`config.mk`:
```
export PLATFORM = sky130hd
export DESIGN_NAME = com_cmd_rx
export DESIGN_NICKNAME = d
export VERILOG_FILES = /design/src/rtl/com_pkg.sv /design/src/rtl/com_byte_timer.sv /design/src/rtl/com_cmd_rx.sv
export SDC_FILE = /design/constraint.sdc
export NUM_CORES = 1
export LEC_CHECK = 0
export ABC_AREA = 1
export BUFFER_PORTS_ARGS = -buffer_cell sky130_fd_sc_hd__buf_2
export CORE_ASPECT_RATIO = 1.5
export CORE_MARGIN = 2
export CORE_UTILIZATION = 35
export CTS_CLUSTER_SIZE = 16
export DETAILED_ROUTE_END_ITERATION = 10
export PLACE_DENSITY = 0.57
export SLEW_MARGIN = 20
export SYNTH_ARGS = -nofsm -noshare
export SYNTH_HDL_FRONTEND = slang
export SYNTH_SLANG_ARGS = --single-unit
```
`constraint.sdc`:
```
create_clock -name clk -period 2.2 [get_ports clk]
set_input_delay 0.44 -clock clk [delete_from_list [all_inputs] [get_ports clk]]
set_output_delay 0.44 -clock clk [all_outputs]
set_load 0.01 [all_outputs]
```
`src/rtl/com_pkg.sv`:
```
// Shared command-link definitions used by the command receiver and the console.
package com_pkg;

    typedef logic [3:0] bag_t;

    localparam bag_t BAG_DIDX   = 4'h5;
    localparam bag_t BAG_DPARAM = 4'h6;
    localparam bag_t BAG_DDIDX  = 4'h7;
    localparam bag_t BAG_ERROR  = 4'hF;

    localparam logic [7:0] HEAD0 = 8'h55;
    localparam logic [7:0] HEAD1 = 8'hAA;

    localparam int unsigned PLEN = 4;

    // cache_cmd field positions: MSB index and width
    localparam int unsigned DATA_IDX_MSB   = 27;
    localparam int unsigned DATA_IDX_LEN   = 4;
    localparam int unsigned DEVICE_IDX_MSB = 31;
    localparam int unsigned DEVICE_IDX_LEN = 4;

    function automatic logic [7:0] sat_inc8(input logic [7:0] v);
        return (v == 8'hFF) ? v : v + 8'd1;
    endfunction

endpackage

```
`src/rtl/com_byte_timer.sv`:
```
// Inter-byte timer: counts while enabled, clears on a byte or when idle,
// pulses tc_o on the cycle the count reaches Timeout-1.
module com_byte_timer #(
    parameter int unsigned Timeout = 75_000
) (
    input  logic clk_i,
    input  logic rst_i,
    input  logic en_i,
    input  logic clr_i,
    output logic tc_o
);

    localparam int unsigned CntW = (Timeout > 1) ? $clog2(Timeout) : 1;

    logic [CntW-1:0] cnt_q, cnt_d;

    always_comb begin
        cnt_d = cnt_q;
        if (!en_i || clr_i || tc_o) begin
            cnt_d = '0;
        end else begin
            cnt_d = cnt_q + 1'b1;
        end
    end

    // A byte in the same cycle wins over the terminal count
    assign tc_o = en_i && !clr_i && (cnt_q == CntW'(Timeout - 1));

    always_ff @(posedge clk_i) begin
        if (rst_i) begin
            cnt_q <= '0;
        end else begin
            cnt_q <= cnt_d;
        end
    end

endmodule

```
`src/rtl/com_cmd_rx.sv`:
```
// Command-packet receiver: frames 55 AA type payload[4] csum, checks the XOR
// checksum and hands each bag to the console over the fs/fd handshake.
module com_cmd_rx
    import com_pkg::*;
#(
    parameter int unsigned TIMEOUT = 75_000
) (
    input  logic        clk,
    input  logic        rst,
    input  logic [7:0]  rx_data,
    input  logic        rx_vld,
    input  logic        fd_com_read,
    output logic        fs_com_read,
    output logic [3:0]  read_btype,
    output logic [31:0] cache_cmd,
    output logic [7:0]  drop_cnt,
    output logic [7:0]  tout_cnt
);

    localparam logic [2:0] StIdle = 3'd0;
    localparam logic [2:0] StHdr1 = 3'd1;
    localparam logic [2:0] StType = 3'd2;
    localparam logic [2:0] StData = 3'd3;
    localparam logic [2:0] StCsum = 3'd4;
    localparam logic [2:0] StPend = 3'd5;
    localparam logic [2:0] StHold = 3'd6;

    localparam int unsigned IdxW = (PLEN > 1) ? $clog2(PLEN) : 1;

    logic [2:0]      state_q, state_d;
    logic [3:0]      type_q, type_d;
    logic [31:0]     pay_q, pay_d;
    logic [7:0]      csum_q, csum_d;
    logic [IdxW-1:0] idx_q, idx_d;
    logic [3:0]      btype_q, btype_d;
    logic [31:0]     cmd_q, cmd_d;
    logic            fs_q, fs_d;
    logic [7:0]      drop_q, drop_d;
    logic [7:0]      tout_q, tout_d;
    logic            in_frame;
    logic            tmr_tc;

    assign in_frame = (state_q == StHdr1) || (state_q == StType) ||
                      (state_q == StData) || (state_q == StCsum);

    com_byte_timer #(
        .Timeout (TIMEOUT)
    ) u_timer (
        .clk_i (clk),
        .rst_i (rst),
        .en_i  (in_frame),
        .clr_i (rx_vld),
        .tc_o  (tmr_tc)
    );

    always_comb begin
        state_d = state_q;
        type_d  = type_q;
        pay_d   = pay_q;
        csum_d  = csum_q;
        idx_d   = idx_q;
        btype_d = btype_q;
        cmd_d   = cmd_q;
        fs_d    = fs_q;
        drop_d  = drop_q;
        tout_d  = tout_q;

        if (in_frame && tmr_tc) begin
            state_d = StIdle;
            tout_d  = sat_inc8(tout_q);
            type_d  = '0;
            pay_d   = '0;
            csum_d  = '0;
            idx_d   = '0;
        end else begin
            case (state_q)
                StIdle: if (rx_vld && rx_data == HEAD0) state_d = StHdr1;
                StHdr1: begin
                    if (rx_vld) begin
                        if (rx_data == HEAD1)      state_d = StType;
                        else if (rx_data != HEAD0) state_d = StIdle;
                    end
                end
                StType: begin
                    if (rx_vld) begin
                        type_d  = rx_data[3:0];
                        csum_d  = rx_data;
                        idx_d   = '0;
                        state_d = StData;
                    end
                end
                StData: begin
                    if (rx_vld) begin
                        pay_d  = {pay_q[23:0], rx_data};
                        csum_d = csum_q ^ rx_data;
                        if (idx_q == IdxW'(PLEN - 1)) state_d = StCsum;
                        else                          idx_d   = idx_q + 1'b1;
                    end
                end
                StCsum: begin
                    if (rx_vld) begin
                        if (rx_data == csum_q) begin
                            btype_d = type_q;
                            cmd_d   = pay_q;
                        end else begin
                            btype_d = BAG_ERROR;
                        end
                        state_d = StPend;
                    end
                end
                StPend: begin
                    if (rx_vld) drop_d = sat_inc8(drop_q);
                    if (!fd_com_read) begin
                        fs_d    = 1'b1;
                        state_d = StHold;
                    end
                end
                StHold: begin
                    if (rx_vld) drop_d = sat_inc8(drop_q);
                    if (fd_com_read) begin
                        fs_d    = 1'b0;
                        state_d = StIdle;
                    end
                end
                default: state_d = StIdle;
            endcase
        end
    end

    always_ff @(posedge clk) begin
        if (rst) begin
            state_q <= StIdle;
            type_q  <= '0;
            pay_q   <= '0;
            csum_q  <= '0;
            idx_q   <= '0;
            btype_q <= '0;
            cmd_q   <= '0;
            fs_q    <= 1'b0;
            drop_q  <= '0;
            tout_q  <= '0;
        end else begin
            state_q <= state_d;
            type_q  <= type_d;
            pay_q   <= pay_d;
            csum_q  <= csum_d;
            idx_q   <= idx_d;
            btype_q <= btype_d;
            cmd_q   <= cmd_d;
            fs_q    <= fs_d;
            drop_q  <= drop_d;
            tout_q  <= tout_d;
        end
    end

    assign fs_com_read = fs_q;
    assign read_btype  = btype_q;
    assign cache_cmd   = cmd_q;
    assign drop_cnt    = drop_q;
    assign tout_cnt    = tout_q;

endmodule

```
==> results of run 1 <==
[flip-flops by register name, indices dropped and copies added (netlist names)]
| register | cells |
|---|---|
| idx_q | 2 |
| drop_cnt | 8 |
| state_q | 3 |
| csum_q | 8 |
| fs_com_read | 1 |
| cache_cmd | 32 |
| pay_q | 32 |
| u_timer.cnt_q | 17 |
| type_q | 4 |
| read_btype | 4 |
| tout_cnt | 8 |
[metrics by stage]
step	total power, uW	worst slack (ps)	hold slack (ps)	utilization	cells
3_5_place_dp	2820	317	451	0.388	1009
6_report	5770	325	341	0.429	1041
5_1_grt	6020	76.3	342	0.429	1041
2_1_floorplan	2710	681	418	-	763
4_1_cts	5830	310	334	0.429	1041
3_3_place_gp	2820	375	432	0.388	1009
[cell families (layout without fill, tap and decap cells)]
family	after synthesis	in the layout	share of synthesized area
flops	119	119	0.428
simple gates	429	429	0.341
buf+inv	104	179	0.0832
compound gates	77	77	0.0909
xor+xnor	30	30	0.0472
fa+ha+maj	4	4	0.00900
[power by group through the flow]
stage | Sequential (uW) | Combinational [uW] | Clock, uW
final | 2260 | 509 | 3000
after global routing | 2270 | 583 | 3160
after CTS | 2260 | 515 | 3060
after detailed placement | 2310 | 513 | 0
after global placement | 2310 | 510 | 0
after floorplan | 2300 | 409 | 0
[metal layers]
| metal | part of all wire | vias up | GRT usage |
|---|---|---|---|
| met3 | 0.028 | 12 | 0.0413 |
| met2 | 0.51 | 65 | 0.278 |
| met1 | 0.45 | 2175 | 0.181 |
| met5 | 0 | - | 0 |
| li1 | - | 2552 | - |
| met4 | 0.012 | 0 | 0.0526 |
[layout make-up]
| type | count | share of cell area |
|---|---|---|
| multi-input cells | 540 | 0.407 |
| inverters | 73 | 0.0409 |
| repair buffers | 74 | 0.0627 |
| flip-flops and latches | 119 | 0.355 |
| clock buffers | 19 | 0.0675 |
| well taps | 203 | 0.0379 |
| clock inverters | 13 | 0.0289 |
[Yosys cell counts, drive strengths merged]
library cell	n	share of area
nand3	47	0.047
xor2	23	0.036
ha	4	0.0090
nor3	14	0.014
a211oi	13	0.018
a31oi	1	0.0011
nand3b	24	0.032
buf	24	0.029
o21a	1	0.0014
o21ai	10	0.0090
nand2	181	0.12
o31ai	2	0.0027
nand4	13	0.015
or2	1	0.0011
clkinv	1	0.00067
nor2	148	0.11
a21oi	50	0.059
xnor2	7	0.011
dfxtp	119	0.43
clkbuf	7	0.0047
inv	72	0.049
nor4	1	0.0011
[worst reg2reg max path, stage by stage, from the launching register on]
cell and delay, ps:
dfxtp_1 350, ha_1 280, nand2_1 90, nor3_2 130
nand2_1 90, nor2_2 130, nand2_1 80, nand2_2 310
buf_12 240, a211oi_1 60
[worst paths after layout]
kind,endpoint,depth (start not counted),startpoint,slack (ps)
hold reg to reg,u_timer.cnt_q[0],1,u_timer.cnt_q[0],460
setup / recovery,type_q[3],9,u_timer.cnt_q[0],320
setup reg to reg,type_q[3],9,u_timer.cnt_q[0],320
hold / removal,drop_cnt[4],2,rst,340
==> results.sh, run 1 <==
export IMPL_status="completed"
export IMPL_layout_commonest_cell="nand2_1"
export IMPL_worstPathArrival_ps=2160
export IMPL_worstMarginPinSlew_ps=427
export IMPL_p_sw_uw=1420
export IMPL_cts_resized=0
export IMPL_drt_total_wl_mm=12.7
export IMPL_stdcell_area_um2=6710
export IMPL_syn2layout_area_growth_pct=20.5
export IMPL_path_max_fanout=21
export IMPL_fin_setup_tns_ps=0
export IMPL_layout_drive_gt1_share=0.190
export IMPL_layout_nets=841
export IMPL_crit_type="reg -> reg"
export IMPL_synth_cell_types=32
export IMPL_relSlewSlack=0.715
export IMPL_cpLargestDelayFamily="simple AND/OR/NAND/NOR gates"
export IMPL_post_cts_buffers=0
export IMPL_globalRoute_totalOverflow=0
export IMPL_syn_instance_count=763
export IMPL_path_common_cell="nand2_1"
export IMPL_clkSinkCount=119
export IMPL_syn_nets=779
export IMPL_max_freq_mhz=533
export IMPL_grt_max_degree=44
export IMPL_internal_power_uw=4350
export IMPL_firstDrtPassIters=4
export IMPL_final_period_utilization=0.852
export IMPL_initial_core_util=0.356
export IMPL_p_leak_uw=0.00276
export IMPL_multi_input_area_um2=2730
export IMPL_syn_area_um2=5560
export IMPL_p_seq_frac=0.392
export IMPL_hold_path_class="in -> reg"
export IMPL_crit_buf_inv=1
export IMPL_rows=56
export IMPL_rsz0062_at_grt="false"
export IMPL_cp_end_kind="flop"
export IMPL_die_area_um2=16900
export IMPL_wl_per_cell_um=12.2
export IMPL_syn_area_per_cell_um2=7.29
export IMPL_slowest_delay_ps=350
export IMPL_dpl_hpwl_mm=9.07
export IMPL_cts_root_buffer="clkbuf_16"
export IMPL_synth_seq_cells=119
export IMPL_cts_hold_fix_buffers=0
export IMPL_grt_pass1_vias=4498
export IMPL_crit_required_ps=2480
export IMPL_slowest_stage="dfxtp_1"
export IMPL_power_frac_clock=0.520
export IMPL_grt_first_pass_wirelength_mm=21.1
export IMPL_p_per_area_nw_per_um2=860
export IMPL_antenna_found_initial=0
export IMPL_drcViolationCount=0
export IMPL_place_congestion=0.795
export IMPL_ir_drop_v=0.000469
export IMPL_port_buffers=64
export IMPL_antenna_left=0
export IMPL_sw_frac_of_total=0.246
export IMPL_ios=65
export IMPL_vias=4804
export IMPL_path_cells="ha_1, nand2_1, nor3_2, nand2_1, nor2_2, nand2_1, nand2_2, buf_12, a211oi_1"
export IMPL_ff_latch_area_um2=2380
export IMPL_tritoncts="done"
export IMPL_die_w_um=107
export IMPL_cts_max_level=4
export IMPL_slew_viol_final=0
export IMPL_track_usage=0.156
export IMPL_setup_viol=0
export IMPL_worst_setup_path_start_kind="flop"
export IMPL_nFillCells=1627
export IMPL_clk_pin_slew_ps=60
export IMPL_core_um2=15600
export IMPL_ys_seq_area_frac=0.428
export IMPL_comb_power_share=0.088
export IMPL_cts_buffers=17
export IMPL_yosysWarnings=0
export IMPL_die_h_um=158
export IMPL_fin_crit_ps=1880
export IMPL_layout_common_cells="177 x nand2_1, 138 x nor2_1, 119 x dfxtp_1, 64 x buf_2, 63 x inv_1"
export IMPL_fin_worst_skew_ps=8.74
export IMPL_antennaDiodeCount=0
export IMPL_clockBufferDepth=2
export IMPL_drtIter0Drc=171
export IMPL_postPlaceCellArea_um2=6060
export IMPL_finalHoldViolCount=0
export IMPL_cap_violations=0
export IMPL_viasPerCell=4.61
export IMPL_clk_insertion_delay_late_ps=410
No activity file was read; power rests on OpenSTA's default activity.
==> run 2: changes to the inputs <==
--- a/config.mk
+++ b/config.mk
@@ -12,6 +12,7 @@
 export CORE_UTILIZATION = 35
 export CTS_CLUSTER_SIZE = 16
 export DETAILED_ROUTE_END_ITERATION = 10
+export MAX_ROUTING_LAYER = met4
 export PLACE_DENSITY = 0.57
 export SLEW_MARGIN = 20
 export SYNTH_ARGS = -nofsm -noshare
==> run 2 against run 1 <==
Register-to-register slack barely moved. Die area unchanged. Clock power barely moved. Power hardly changed. Worst hold slack got worse by 2.8 ps. Clock skew barely moved. Setup slack improved by 7.5 ps. Combinational power barely moved. Critical endpoint unchanged. Largest cell class unchanged.
==> results.sh, run 2 (same netlist as run 1, synthesis figures left out) <==
export IMPL_status="completed"
export IMPL_layout_common_cells="177 x nand2_1, 138 x nor2_1, 119 x dfxtp_1, 64 x buf_2, 63 x inv_1"
export IMPL_dpl_hpwl_mm=9.07
export IMPL_core_um2=15600
export IMPL_rsz0062_at_grt="false"
export IMPL_slowest_delay_ps=350
export IMPL_syn2layout_area_growth_pct=20.5
export IMPL_clkSinkCount=119
export IMPL_max_freq_mhz=535
export IMPL_layout_commonest_cell="nand2_1"
export IMPL_firstDrtPassIters=6
export IMPL_post_place_ws_ps=317
export IMPL_comb_power_share=0.088
export IMPL_layout_nets=841
export IMPL_track_usage=0.161
export IMPL_crit_type="reg -> reg"
export IMPL_path_cells="ha_1, nand2_1, nor3_2, nand2_1, nor2_2, nand2_1, nand2_2, buf_12, a211oi_1"
export IMPL_reg2regPathDepth=9
export IMPL_fin_crit_ps=1870
export IMPL_grt_max_degree=44
export IMPL_antennaDiodeCount=0
export IMPL_slew_viol_final=0
export IMPL_power_frac_clock=0.520
export IMPL_cpLargestDelayFamily="simple AND/OR/NAND/NOR gates"
export IMPL_ir_drop_v=0.000471
export IMPL_grt_pass1_vias=4503
export IMPL_grt_first_pass_wirelength_mm=21.1
export IMPL_cap_violations=0
export IMPL_slowest_stage="dfxtp_1"
export IMPL_rows=56
export IMPL_crit_buf_inv=1
export IMPL_wl_per_cell_um=12.2
export IMPL_p_leak_uw=0.00276
export IMPL_p_sw_uw=1420
export IMPL_p_per_area_nw_per_um2=860
export IMPL_die_area_um2=16900
export IMPL_crit_required_ps=2480
export IMPL_drcViolationCount=0
export IMPL_worstPathArrival_ps=2150
export IMPL_final_cell_count_no_fill=1041
export IMPL_die_w_um=107
export IMPL_ios=65
export IMPL_crit_end="type_q[3]"
export IMPL_cts_resized=0
export IMPL_relSlewSlack=0.719
export IMPL_path_common_cell="nand2_1"
export IMPL_layout_drive_gt1_share=0.190
export IMPL_globalRoute_totalOverflow=0
export IMPL_antenna_left=0
export IMPL_totalPowerFinal_uw=5770
export IMPL_hold_path_class="in -> reg"
export IMPL_worstMarginPinSlew_ps=422
export IMPL_drtIter0Drc=185
export IMPL_clk_insertion_delay_late_ps=410
export IMPL_fin_setup_tns_ps=0
export IMPL_clockBufferDepth=2
export IMPL_path_max_fanout=21
export IMPL_place_congestion=0.807
export IMPL_vias=4822
export IMPL_place_inst=1009
export IMPL_cts_root_buffer="clkbuf_16"
export IMPL_fin_worst_skew_ps=8.57
export IMPL_utilization=0.429
export IMPL_cp_end_kind="flop"
export IMPL_port_buffers=64
export IMPL_cp_depth=9
export IMPL_internal_power_uw=4350
export IMPL_setup_viol=0
export IMPL_cts_hold_fix_buffers=0
export IMPL_p_seq_frac=0.392
export IMPL_final_period_utilization=0.849
export IMPL_fin_ws_ps=333
export IMPL_die_h_um=158
export IMPL_antenna_found_initial=0
export IMPL_r2r_slack_ps=330
export IMPL_drt_total_wl_mm=12.7
export IMPL_clk_pin_slew_ps=60
export IMPL_post_cts_buffers=0
export IMPL_worst_setup_path_start_kind="flop"
export IMPL_r2r_end="type_q[3]"
export IMPL_initial_core_util=0.356
export IMPL_r2r_start="u_timer.cnt_q[0]"
export IMPL_cts_buffers=17
export IMPL_sw_frac_of_total=0.246
export IMPL_finalHoldViolCount=0
export IMPL_tritoncts="done"
export IMPL_crit_path_start="u_timer.cnt_q[0]"
export IMPL_cts_max_level=4
export IMPL_viasPerCell=4.63
-- run 2: worst min-delay path by stage --
stage / start / cells after the start / to / slack [ps]
after detailed placement: u_timer.cnt_q[0] / 1 / u_timer.cnt_q[0] / 450
after CTS: rst / 2 / tout_cnt[0] / 330
after global routing: rst / 2 / drop_cnt[4] / 340
after floorplan: u_timer.cnt_q[0] / 1 / u_timer.cnt_q[0] / 420
final: rst / 2 / tout_cnt[0] / 340
after global placement: u_timer.cnt_q[0] / 1 / u_timer.cnt_q[0] / 430
-- run 2: metrics by stage --
step,hold slack [ps],instance area (um2)
after floorplan,418,5560
after global placement,432,6060
after detailed placement,451,6060
after CTS,334,6710
after global routing,342,6710
final,339,6710
-- run 2: power groups by stage --
stage | clock network, uW | logic [uW] | registers, uW
after floorplan | 0 | 409 | 2300
after global placement | 0 | 510 | 2310
after detailed placement | 0 | 513 | 2310
after CTS | 3060 | 515 | 2260
after global routing | 3160 | 583 | 2270
final | 3000 | 510 | 2260
-- run 2: cell type report --
cell class / instances / area [um2]
tap: 203 / 254
fill: 1627 / 8920
clock inverter: 13 / 194
timing repair buffer: 74 / 420
multi-input combinational: 540 / 2730
inverter: 73 / 274
sequential: 119 / 2380
clock buffer: 19 / 453
-- run 2: per-layer routing --
layer	routed length [um]	track usage	up-vias	part of all wire
li1	-	-	2551	-
met3	384	0.0413	17	0.030
met2	6520	0.279	72	0.51
met4	165	0.0526	0	0.013
met1	5640	0.180	2182	0.44
met5	0	-	-	0
==> run 3: changes to the inputs <==
--- a/config.mk
+++ b/config.mk
@@ -13,7 +13,7 @@
 export CTS_CLUSTER_SIZE = 16
 export DETAILED_ROUTE_END_ITERATION = 10
 export MAX_ROUTING_LAYER = met4
-export PLACE_DENSITY = 0.57
+export PLACE_DENSITY = 0.59
 export SLEW_MARGIN = 20
 export SYNTH_ARGS = -nofsm -noshare
 export SYNTH_HDL_FRONTEND = slang
==> constraint.sdc (replaced) <==
create_clock -name clk -period 1.6 [get_ports clk]
set_input_delay 0.32 -clock clk [delete_from_list [all_inputs] [get_ports clk]]
set_output_delay 0.32 -clock clk [all_outputs]
set_load 0.01 [all_outputs]
==> run 3 against run 2 <==
Clock power up 33%. Critical path depth up 2. Wire length is 4.4% higher. Via count grew 3.7%. Critical endpoint is now state_q[0]. Final cell count is 3.6% higher. Clock skew about the same. Clock-buffer cell count is 4 higher. Worst hold slack got worse by 94 ps. Die area is the same. Non-clock buffer count rose by 38. Fmax grew 17%.
==> results.sh, run 3 (same netlist as run 1, synthesis figures left out) <==
export IMPL_layout_drive_gt1_share=0.238
export IMPL_r2r_end="state_q[0]"
export IMPL_grt_max_degree=37
export IMPL_hold_path_class="in -> reg"
export IMPL_crit_buf_inv=2
export IMPL_cp_end_kind="flop"
export IMPL_slowest_delay_ps=350
export IMPL_layout_common_cells="173 x nand2_1, 135 x nor2_1, 114 x dfxtp_1, 64 x buf_2, 63 x inv_1"
export IMPL_die_h_um=158
export IMPL_p_per_area_nw_per_um2=1110
export IMPL_cap_violations=0
export IMPL_crit_path_start="u_timer.cnt_q[1]"
export IMPL_slowest_stage="dfxtp_2"
export IMPL_cts_max_level=4
export IMPL_ff_latch_area_um2=2390
export IMPL_relSlewSlack=0.745
export IMPL_reg2regPathDepth=11
export IMPL_track_usage=0.164
export IMPL_vias=5002
export IMPL_r2r_slack_ps=5
export IMPL_slew_viol_final=0
export IMPL_drtIter0Drc=225
export IMPL_hold_worst_slack_ps=245
export IMPL_layout_nets=879
export IMPL_r2r_start="u_timer.cnt_q[1]"
export IMPL_power_frac_clock=0.505
export IMPL_layout_commonest_cell="nand2_1"
export IMPL_rsz0062_at_grt="true"
export IMPL_fin_crit_ps=1600
export IMPL_initial_core_util=0.356
export IMPL_path_max_fanout=6
export IMPL_viasPerCell=4.64
export IMPL_worst_setup_path_start_kind="flop"
export IMPL_ir_drop_v=0.000580
export IMPL_comb_power_share=0.101
export IMPL_whs_endpoint="pay_q[6]"
export IMPL_internal_power_uw=6010
export IMPL_drt_total_wl_mm=13.3
export IMPL_fin_worst_skew_ps=8.71
export IMPL_status="completed"
export IMPL_path_common_cell="nand2_2"
export IMPL_core_um2=15600
export IMPL_antennaDiodeCount=0
export IMPL_place_congestion=0.813
export IMPL_totalPowerFinal_uw=7910
export IMPL_clk_pin_slew_ps=60
export IMPL_path_cells="ha_4, nand2_2, nor3_2, nand2_1, nor2_2, nand2_2, nand2_8, buf_12, inv_8, nand2_4, a21oi_2"
export IMPL_die_area_um2=16900
export IMPL_syn2layout_area_growth_pct=28.1
export IMPL_min_from="rx_data[6]"
export IMPL_max_freq_mhz=627
export IMPL_p_leak_uw=0.00296
export IMPL_worstMarginPinSlew_ps=382
export IMPL_globalRoute_totalOverflow=0
export IMPL_worstPathArrival_ps=1900
export IMPL_use_met2=0.295
export IMPL_die_w_um=107
export IMPL_grtUsageMet1=0.170
export IMPL_multi_input_area_um2=2810
export IMPL_dpl_hpwl_mm=9.38
export IMPL_firstDrtPassIters=4
export IMPL_final_period_utilization=0.997
export IMPL_cts_buffers=17
export IMPL_p_sw_uw=1900
export IMPL_clockBufferDepth=2
export IMPL_antenna_found_initial=0
export IMPL_crit_required_ps=1900
export IMPL_grt_pass1_vias=4752
export IMPL_cpLargestDelayFamily="simple AND/OR/NAND/NOR gates"
export IMPL_wl_per_cell_um=12.3
export IMPL_setup_viol=0
export IMPL_grt_first_pass_wirelength_mm=21.5
export IMPL_grt_busiest_layer="met2"
export IMPL_drcViolationCount=0
export IMPL_p_seq_frac=0.394
export IMPL_clk_insertion_delay_late_ps=410
export IMPL_port_buffers=64
export IMPL_rows=56
export IMPL_finalHoldViolCount=0
export IMPL_met3_usage=0.0327
export IMPL_crit_type="reg -> reg"
export IMPL_clkSinkCount=119
export IMPL_tritoncts="done"
export IMPL_ios=65
export IMPL_nFillCells=1619
export IMPL_cts_root_buffer="clkbuf_16"
export IMPL_antenna_left=0
export IMPL_whs_path_depth=3
export IMPL_sw_frac_of_total=0.240
==> run 3: stage by stage <==
stage / setup WS, ps / utilization / setup TNS, ps / area, um2 / instances
floorplan: 81.1 / - / 0 / 5560 / 763
global placement: 14.3 / 0.406 / 0 / 6340 / 1042
detailed placement: -11.9 / 0.406 / -19.3 / 6340 / 1042
CTS: 7.22 / 0.446 / 0 / 6970 / 1073
global route: -90.0 / 0.456 / -2530 / 7130 / 1078
finish: 4.90 / 0.456 / 0 / 7130 / 1078
==> run 3: power groups by stage <==
stage	clock (uW)	sequential [uW]	combinational, uW
floorplan	0	3160	562
global placement	0	3170	751
detailed placement	0	3170	752
CTS	4090	3110	757
global route	4200	3130	888
finish	3990	3120	798
==> run 3: layer usage <==
metal | up-vias | wire length, um
met3 | 23 | 368
met5 | - | 0
met4 | 0 | 310
li1 | 2626 | -
met1 | 2287 | 5610
met2 | 66 | 6980
==> run 3: timing repair <==
item,in CTS,in global routing
gates resized for setup,4,23
hold buffers,0,0
setup endpoints to repair,20,80
pin swaps,0,5
cloned,0,3
setup buffers,0,2
hold endpoints to repair,0,0
==> run 3: worst min-delay path, cell delays in order <==
cell and delay, ps:
buf_2 130, nor2_1 100, a211oi_1 50
==> run 3: how the worst max path moves through the flow <==
stage	endpoint	slack, ps	cells past startpoint
finish	state_q[0]	5	11
global route	state_q[1]	-90	11
CTS	type_q[0]	7	9
detailed placement	u_timer.cnt_q[12]	-10	10
global placement	u_timer.cnt_q[14]	10	10
floorplan	idx_q[1]	80	10
==> run 3: layout make-up <==
cell class / instances / share of cell area
Clock inverter: 8 / 0.0205
Timing Repair Buffer: 112 / 0.110
Inverter: 73 / 0.0395
Clock buffer: 23 / 0.0656
Multi-Input combinational cell: 540 / 0.394
Tap cell: 203 / 0.0356
Sequential cell: 119 / 0.335
